==> src/rtl/vga_timing_gen.sv <==
// VGA raster generator: pixel counters, pipeline-aligned sync/blank and RRRGGGBB -> 8:8:8 expansion.
// Optional build macro VGA_TEST_PATTERN_EN replaces RGBIn with eight 80-pixel colour bars.
`timescale 1ns/1ps
module vga_timing_gen #(
   parameter int H_VISIBLE = 640,
   parameter int H_FPORCH  = 16,
   parameter int H_SYNC    = 96,
   parameter int H_BPORCH  = 48,
   parameter int V_VISIBLE = 480,
   parameter int V_FPORCH  = 10,
   parameter int V_SYNC    = 2,
   parameter int V_BPORCH  = 33,
   parameter int PIPE_DLY  = 2
) (
   input  logic        clk,
   input  logic        resetN,
   input  logic [7:0]  RGBIn,
   output logic [10:0] pixelX,
   output logic [10:0] pixelY,
   output logic        startOfFrame,
   output logic [7:0]  red,
   output logic [7:0]  green,
   output logic [7:0]  blue,
   output logic        hsync,
   output logic        vsync,
   output logic        blankN
);

   localparam int H_TOTAL = H_VISIBLE + H_FPORCH + H_SYNC + H_BPORCH;
   localparam int V_TOTAL = V_VISIBLE + V_FPORCH + V_SYNC + V_BPORCH;
   localparam logic [10:0] H_LAST   = 11'(H_TOTAL - 1);
   localparam logic [10:0] V_LAST   = 11'(V_TOTAL - 1);
   localparam logic [10:0] H_VIS    = 11'(H_VISIBLE);
   localparam logic [10:0] V_VIS    = 11'(V_VISIBLE);
   localparam logic [10:0] HS_BEGIN = 11'(H_VISIBLE + H_FPORCH);
   localparam logic [10:0] HS_END   = 11'(H_VISIBLE + H_FPORCH + H_SYNC);
   localparam logic [10:0] VS_BEGIN = 11'(V_VISIBLE + V_FPORCH);
   localparam logic [10:0] VS_END   = 11'(V_VISIBLE + V_FPORCH + V_SYNC);

   logic [10:0]         xCnt_q, xCnt_d, yCnt_q, yCnt_d;
   logic                started_q, sof_q, sof_d;
   logic                visRaw, hsRaw, vsRaw, visIn, hsIn, vsIn;
   logic [PIPE_DLY-1:0] visPipe_q, hsPipe_q, vsPipe_q;
   logic                visDly;
   logic [7:0]          pix8;
   logic [7:0]          red_d, green_d, blue_d, red_q, green_q, blue_q;
   logic                hsync_q, vsync_q, blank_q;

   // The first clock after reset holds 0/0 so that clock carries the start-of-frame pulse.
   always_comb begin
      xCnt_d = xCnt_q;
      yCnt_d = yCnt_q;
      sof_d  = !started_q || (xCnt_q == H_LAST && yCnt_q == V_LAST);
      if (started_q) begin
         if (xCnt_q == H_LAST) begin
            xCnt_d = '0;
            yCnt_d = (yCnt_q == V_LAST) ? '0 : yCnt_q + 11'd1;
         end else begin
            xCnt_d = xCnt_q + 11'd1;
         end
      end
   end

   always_ff @(posedge clk or negedge resetN) begin
      if (!resetN) begin
         xCnt_q    <= '0;
         yCnt_q    <= '0;
         sof_q     <= 1'b0;
         started_q <= 1'b0;
      end else begin
         xCnt_q    <= xCnt_d;
         yCnt_q    <= yCnt_d;
         sof_q     <= sof_d;
         started_q <= 1'b1;
      end
   end

   assign visRaw = (xCnt_q < H_VIS) && (yCnt_q < V_VIS);
   assign hsRaw  = !((xCnt_q >= HS_BEGIN) && (xCnt_q < HS_END));
   assign vsRaw  = !((yCnt_q >= VS_BEGIN) && (yCnt_q < VS_END));
   assign visIn  = started_q && visRaw;
   assign hsIn   = !started_q || hsRaw;
   assign vsIn   = !started_q || vsRaw;

   always_ff @(posedge clk or negedge resetN) begin
      if (!resetN) begin
         visPipe_q <= '0;
         hsPipe_q  <= '1;
         vsPipe_q  <= '1;
      end else begin
         visPipe_q[0] <= visIn;
         hsPipe_q[0]  <= hsIn;
         vsPipe_q[0]  <= vsIn;
         for (int i = 1; i < PIPE_DLY; i++) begin
            visPipe_q[i] <= visPipe_q[i-1];
            hsPipe_q[i]  <= hsPipe_q[i-1];
            vsPipe_q[i]  <= vsPipe_q[i-1];
         end
      end
   end

`ifdef VGA_TEST_PATTERN_EN
   logic [10:0] xPipe_q [PIPE_DLY];
   logic [2:0]  barIdx;
   logic        unusedRgb;

   always_ff @(posedge clk or negedge resetN) begin
      if (!resetN) begin
         for (int i = 0; i < PIPE_DLY; i++) xPipe_q[i] <= '0;
      end else begin
         xPipe_q[0] <= xCnt_q;
         for (int i = 1; i < PIPE_DLY; i++) xPipe_q[i] <= xPipe_q[i-1];
      end
   end

   assign barIdx    = 3'(xPipe_q[PIPE_DLY-1] / 11'd80);
   assign pix8      = {{3{barIdx[2]}}, {3{barIdx[1]}}, {2{barIdx[0]}}};
   assign unusedRgb = ^RGBIn;
`else
   assign pix8 = RGBIn;
`endif

   assign visDly = visPipe_q[PIPE_DLY-1];

   always_comb begin
      red_d   = '0;
      green_d = '0;
      blue_d  = '0;
      if (visDly) begin
         red_d   = {pix8[7:5], pix8[7:5], pix8[7:6]};
         green_d = {pix8[4:2], pix8[4:2], pix8[4:3]};
         blue_d  = {pix8[1:0], pix8[1:0], pix8[1:0], pix8[1:0]};
      end
   end

   always_ff @(posedge clk or negedge resetN) begin
      if (!resetN) begin
         red_q   <= '0;
         green_q <= '0;
         blue_q  <= '0;
         hsync_q <= 1'b1;
         vsync_q <= 1'b1;
         blank_q <= 1'b0;
      end else begin
         red_q   <= red_d;
         green_q <= green_d;
         blue_q  <= blue_d;
         hsync_q <= hsPipe_q[PIPE_DLY-1];
         vsync_q <= vsPipe_q[PIPE_DLY-1];
         blank_q <= visDly;
      end
   end

   assign pixelX       = xCnt_q;
   assign pixelY       = yCnt_q;
   assign startOfFrame = sof_q;
   assign red          = red_q;
   assign green        = green_q;
   assign blue         = blue_q;
   assign hsync        = hsync_q;
   assign vsync        = vsync_q;
   assign blankN       = blank_q;

endmodule

==> config.mk <==
export PLATFORM = sky130hd
export DESIGN_NAME = vga_timing_gen
export DESIGN_NICKNAME = d
export VERILOG_FILES = /design/src/rtl/vga_timing_gen.sv
export SDC_FILE = /design/constraint.sdc
export NUM_CORES = 1
export LEC_CHECK = 0
export CAP_MARGIN = 15
export CORE_UTILIZATION = 49
export DETAILED_ROUTE_END_ITERATION = 8
export MAX_ROUTING_LAYER = met4
export PLACE_DENSITY = 0.93
export REMOVE_ABC_BUFFERS = 1
export SYNTH_ARGS = -nofsm -noshare
export SYNTH_HDL_FRONTEND = slang
export SYNTH_SLANG_ARGS = --single-unit
==> constraint.sdc <==
create_clock -name clk -period 5.3 [get_ports clk]
set_input_delay 0.795 -clock clk [delete_from_list [all_inputs] [get_ports clk]]
set_output_delay 0.795 -clock clk [all_outputs]
set_load 0.02 [all_outputs]
==> summary.txt <==
Drt
  – Total routed wirelength: ~3.4 mm
  – Amount of wire on met3 after detailed routing: 253 um
  – Post-detailed-route wirelength per cell: 13.35 um
  – DRC Markers: 0
  – Antenna violation net count after detailed routing: 0
  – Initial DRC Count: 37
  – Amount of wire on met2 after detailed routing: between 1.5 and 2 mm
  – Top layer used by detailed routing: met4
  – Vias post-DR: 1374
  – Metal-1 WL: approximately 1.4 mm
  – Average via count per standard cell: ~5.4
  – Total iterations of the first detailed-routing run: 4

Run status
  – Result of the run: finished, final reports clean

Power and ir drop
  – Proportion of power drawn by the clock network: about 28%
  – Sequential share of power: about 52%
  – Cell internal power dissipation: 0.4987 mW
  – Power per Cell Area: roughly 290 nW/um^2
  – Leakage: between 1 and 1.5 nW
  – Reported net switching power: around 0.21 mW
  – Switching Share: 29.48%
  – Peak supply drop: ~220 uV
  – Power share of the combinational group: approximately a fifth

Clock tree
  – Cts hold-fix bufs: 0
  – Buffers from clock root to sink, at most: 2
  – Clock transition at the registers of the reported paths: 0.08 ns
  – H-Tree Level Count: 2
  – PostCTS Resize Cnt: 0
  – TritonCTS clock tree: done
  – Clock insertion delay at the later pin of the skew report: slightly below 0.3 ns
  – Buffer type at the clock tree root: clkbuf_8
  – Post-CTS setup-driven buffer insertion count: 0
  – Clock buffer count from CTS: 5
  – Clock tree sinks: around 40

Setup path
  – Top delay family on crit path: buffers and inverters
  – Slowest stage delay, CP: ~0.66 ns
  – Data required time of the worst path: 4.51 ns
  – WS Path Type: flip-flop to output pin
  – Cell-by-cell listing of the critical path: clkdlybuf4s50_1
  – Arrival time at the worst endpoint: between 1 and 1.5 ns
  – Critical Path Sink Type: output pin
  – Startpoint Class: flip-flop
  – CP Buf/Inv Count: 1
  – Max FO, Critical Path: 8
  – Critical Path Slowest Stage Cell: clkdlybuf4s50_1

Synth
  – Sequential share of the synthesized area: between 50 and 60%
  – Number of library cell types mapped by synthesis: 37
  – Most instantiated library cell after synthesis: dfrtp_1
  – Combined area of all synthesized cells: 1854 um^2
  – Biggest area consumer among synthesized cells: dfrtp_1
  – Dominant cells by area after synthesis: dfrtp_1 47%, dfstp_2 8.5%, buf_4 6.5%
  – Post-synthesis instance total: between 150 and 200
  – Synth top cells by count: 35 x dfrtp_1, 16 x buf_4, 11 x nand3_1, 11 x nor2_1, 9 x nand2_1
  – Post-synth ARST share: 100.0%
  – Dominant register cell in the synthesized netlist: dfrtp_1
  – Post-Synthesis Mean Instance Area: roughly 11 um^2
  – Share of the synthesized area in the top cell type: between 40% and 50%
  – Flip-flop and latch count after synthesis: around 40
  – Number of flops mapped to enable cells by yosys: 0
  – Synth warn: 0

Global routing
  – Leftover overflow at the end of global routing: 0
  – Via count of the first global-routing pass: around 1300
  – Overall routing resource usage: 19.85%
  – Antenna violations before repair: 0
  – Maximum number of pins on one net before global-route repair: between 40 and 50
  – First-pass GRT wire length: 6.051 mm

Final layout
  – Number of filler instances in the final layout: about 270
  – Diode insertion count for antenna repair: 0
  – Area of all placed cells without fillers: approximately 2400 um^2
  – Register cell area after layout: roughly 1000 um^2
  – Area of the multi-input gates: roughly 660 um^2
  – Layout Area Growth over Synthesis: 31.58%
  – Share of layout cells above drive strength 1: roughly a tenth
  – Net total in the final layout: 222

Place
  – Gp weighted congestion: 0.8442
  – Post-place instance area: 2354 um^2
  – Detailed Place HPWL: between 2 and 3 mm
  – # port buffers: between 50 and 60

Die
  – Number of placement rows: 21
  – Die Y-Extent: about 64 um
  – Total Die Area: roughly 4000 um^2
  – Starting Density: a little over half
  – Core area: roughly 3500 um^2
  – Top Ports: 60
  – Die W: 63.52 um

Timing
  – Fin Setup TNS: 0 ns
  – Post-route clock period utilization: between 40% and 50%
  – Relative max-transition margin: 42.64%
  – Final number of setup-violating endpoints: 0
  – Clock tree skew after final layout: about 0.0066 ns
  – Setup repair after global routing missed its margin: no
  – Post-route worst hold slack: approximately 0.36 ns
  – Max-slew violation total from the final report: 0
  – Slew @ Worst Pin: 0.8604 ns
  – Max Clk Rate: 447.1 MHz
  – Hold Vio Cnt, Final: 0
  – Final Critical Period: roughly 2.2 ns

Min path
  – Class of the tightest hold or removal check: flip-flop to flip-flop

Flow run
  – Maximum Capacitance Violations: 0
[layout make-up]
type                            count  share of cell area [%]
Clock inverter                      3                  0.7179
Inverter                            4                  0.6154
Multi-Input combinational cell     98                   27.13
Clock buffer                        5                   2.821
Timing Repair Buffer               59                   24.00
Sequential cell                    41                   42.36
Tap cell                           46                   2.359
[layer usage]
metal  vias up  global-route usage, %
met1       669                  24.44
met5         -                      -
met4         0                  6.534
met2        64                  31.78
li1        635                      -
met3         6                  5.072
[sequential cells by signal, indices dropped and copies added, names as in the netlist]
register	flops
hsync	1
blankN	1
hsPipe_q	2
started_q	1
vsync	1
blue	2
red	3
pixelX	11
visPipe_q	2
startOfFrame	1
pixelY	11
green	3
vsPipe_q	2
[power groups by stage]
stage | Combinational (mW) | Sequential [mW] | Clock [mW]
5_1_grt | 0.152 | 0.374 | 0.213
2_1_floorplan | 0.0339 | 0.404 | 0
6_report | 0.142 | 0.370 | 0.196
3_5_place_dp | 0.143 | 0.375 | 0
3_3_place_gp | 0.141 | 0.374 | 0
4_1_cts | 0.144 | 0.369 | 0.203
[worst paths after layout]
path	cells past startpoint	to	startpoint	slack, ns
min	0	hsync	hsPipe_q[1]	0.36
max in group asynchronous	1	pixelX[3]	resetN	4.15
max reg2reg	5	pixelY[9]	pixelX[0]	3.21
min reg2reg	0	hsync	hsPipe_q[1]	0.36
min in group asynchronous	1	pixelY[9]	resetN	0.62
max	1	pixelY[5]	pixelY[5]	3.06
[cell usage in the layout (no fill, tap or decap), drive strengths merged]
| master | count |
|---|---|
| or4 | 1 |
| and4 | 4 |
| clkbuf | 5 |
| o21a | 1 |
| and2 | 8 |
| nand2b | 2 |
| nand4 | 5 |
| o22ai | 1 |
| buf | 1 |
| xnor2 | 8 |
| ha | 3 |
| inv | 4 |
| mux2i | 1 |
| nor4b | 1 |
| nor3b | 2 |
| nor2 | 11 |
| nor4bb | 1 |
| a21o | 2 |
| nand2 | 9 |
| o21ai | 4 |
| nor2b | 1 |
| a22o | 2 |
| clkinv | 2 |
| xor2 | 5 |
| nor4 | 5 |
| dfstp | 6 |
| mux2 | 2 |
| clkdlybuf4s50 | 58 |
| o2111ai | 1 |
| clkinvlp | 1 |
| nor3 | 4 |
| conb | 1 |
| nand3 | 11 |
| or2 | 1 |
| dfrtp | 35 |
| nand3b | 1 |
[logic make-up after synthesis]
kind of cell | after synthesis | share of synthesized area (%)
AO/OA/AOI/OAI | 11 | 4.049
adder cells (fa/ha/maj) | 3 | 2.025
multiplexers | 3 | 1.754
AND/OR/NAND/NOR | 67 | 21.52
XOR/XNOR | 13 | 6.140
buffers and inverters | 24 | 8.569
other | 1 | 0.2022
flip-flops | 41 | 55.74
[through the flow]
step                util, %  setup WS (ns)  instances  power (mW)
floorplan                 -          3.288        143      0.4382
global placement      67.86          3.350        248      0.5147
detailed placement    67.86          3.236        248      0.5184
CTS                   70.35          3.031        256      0.7162
global route          70.35          2.981        256      0.7383
finish                70.35          3.063        256      0.7071
Note: power is estimated with default switching activity, not from simulation.
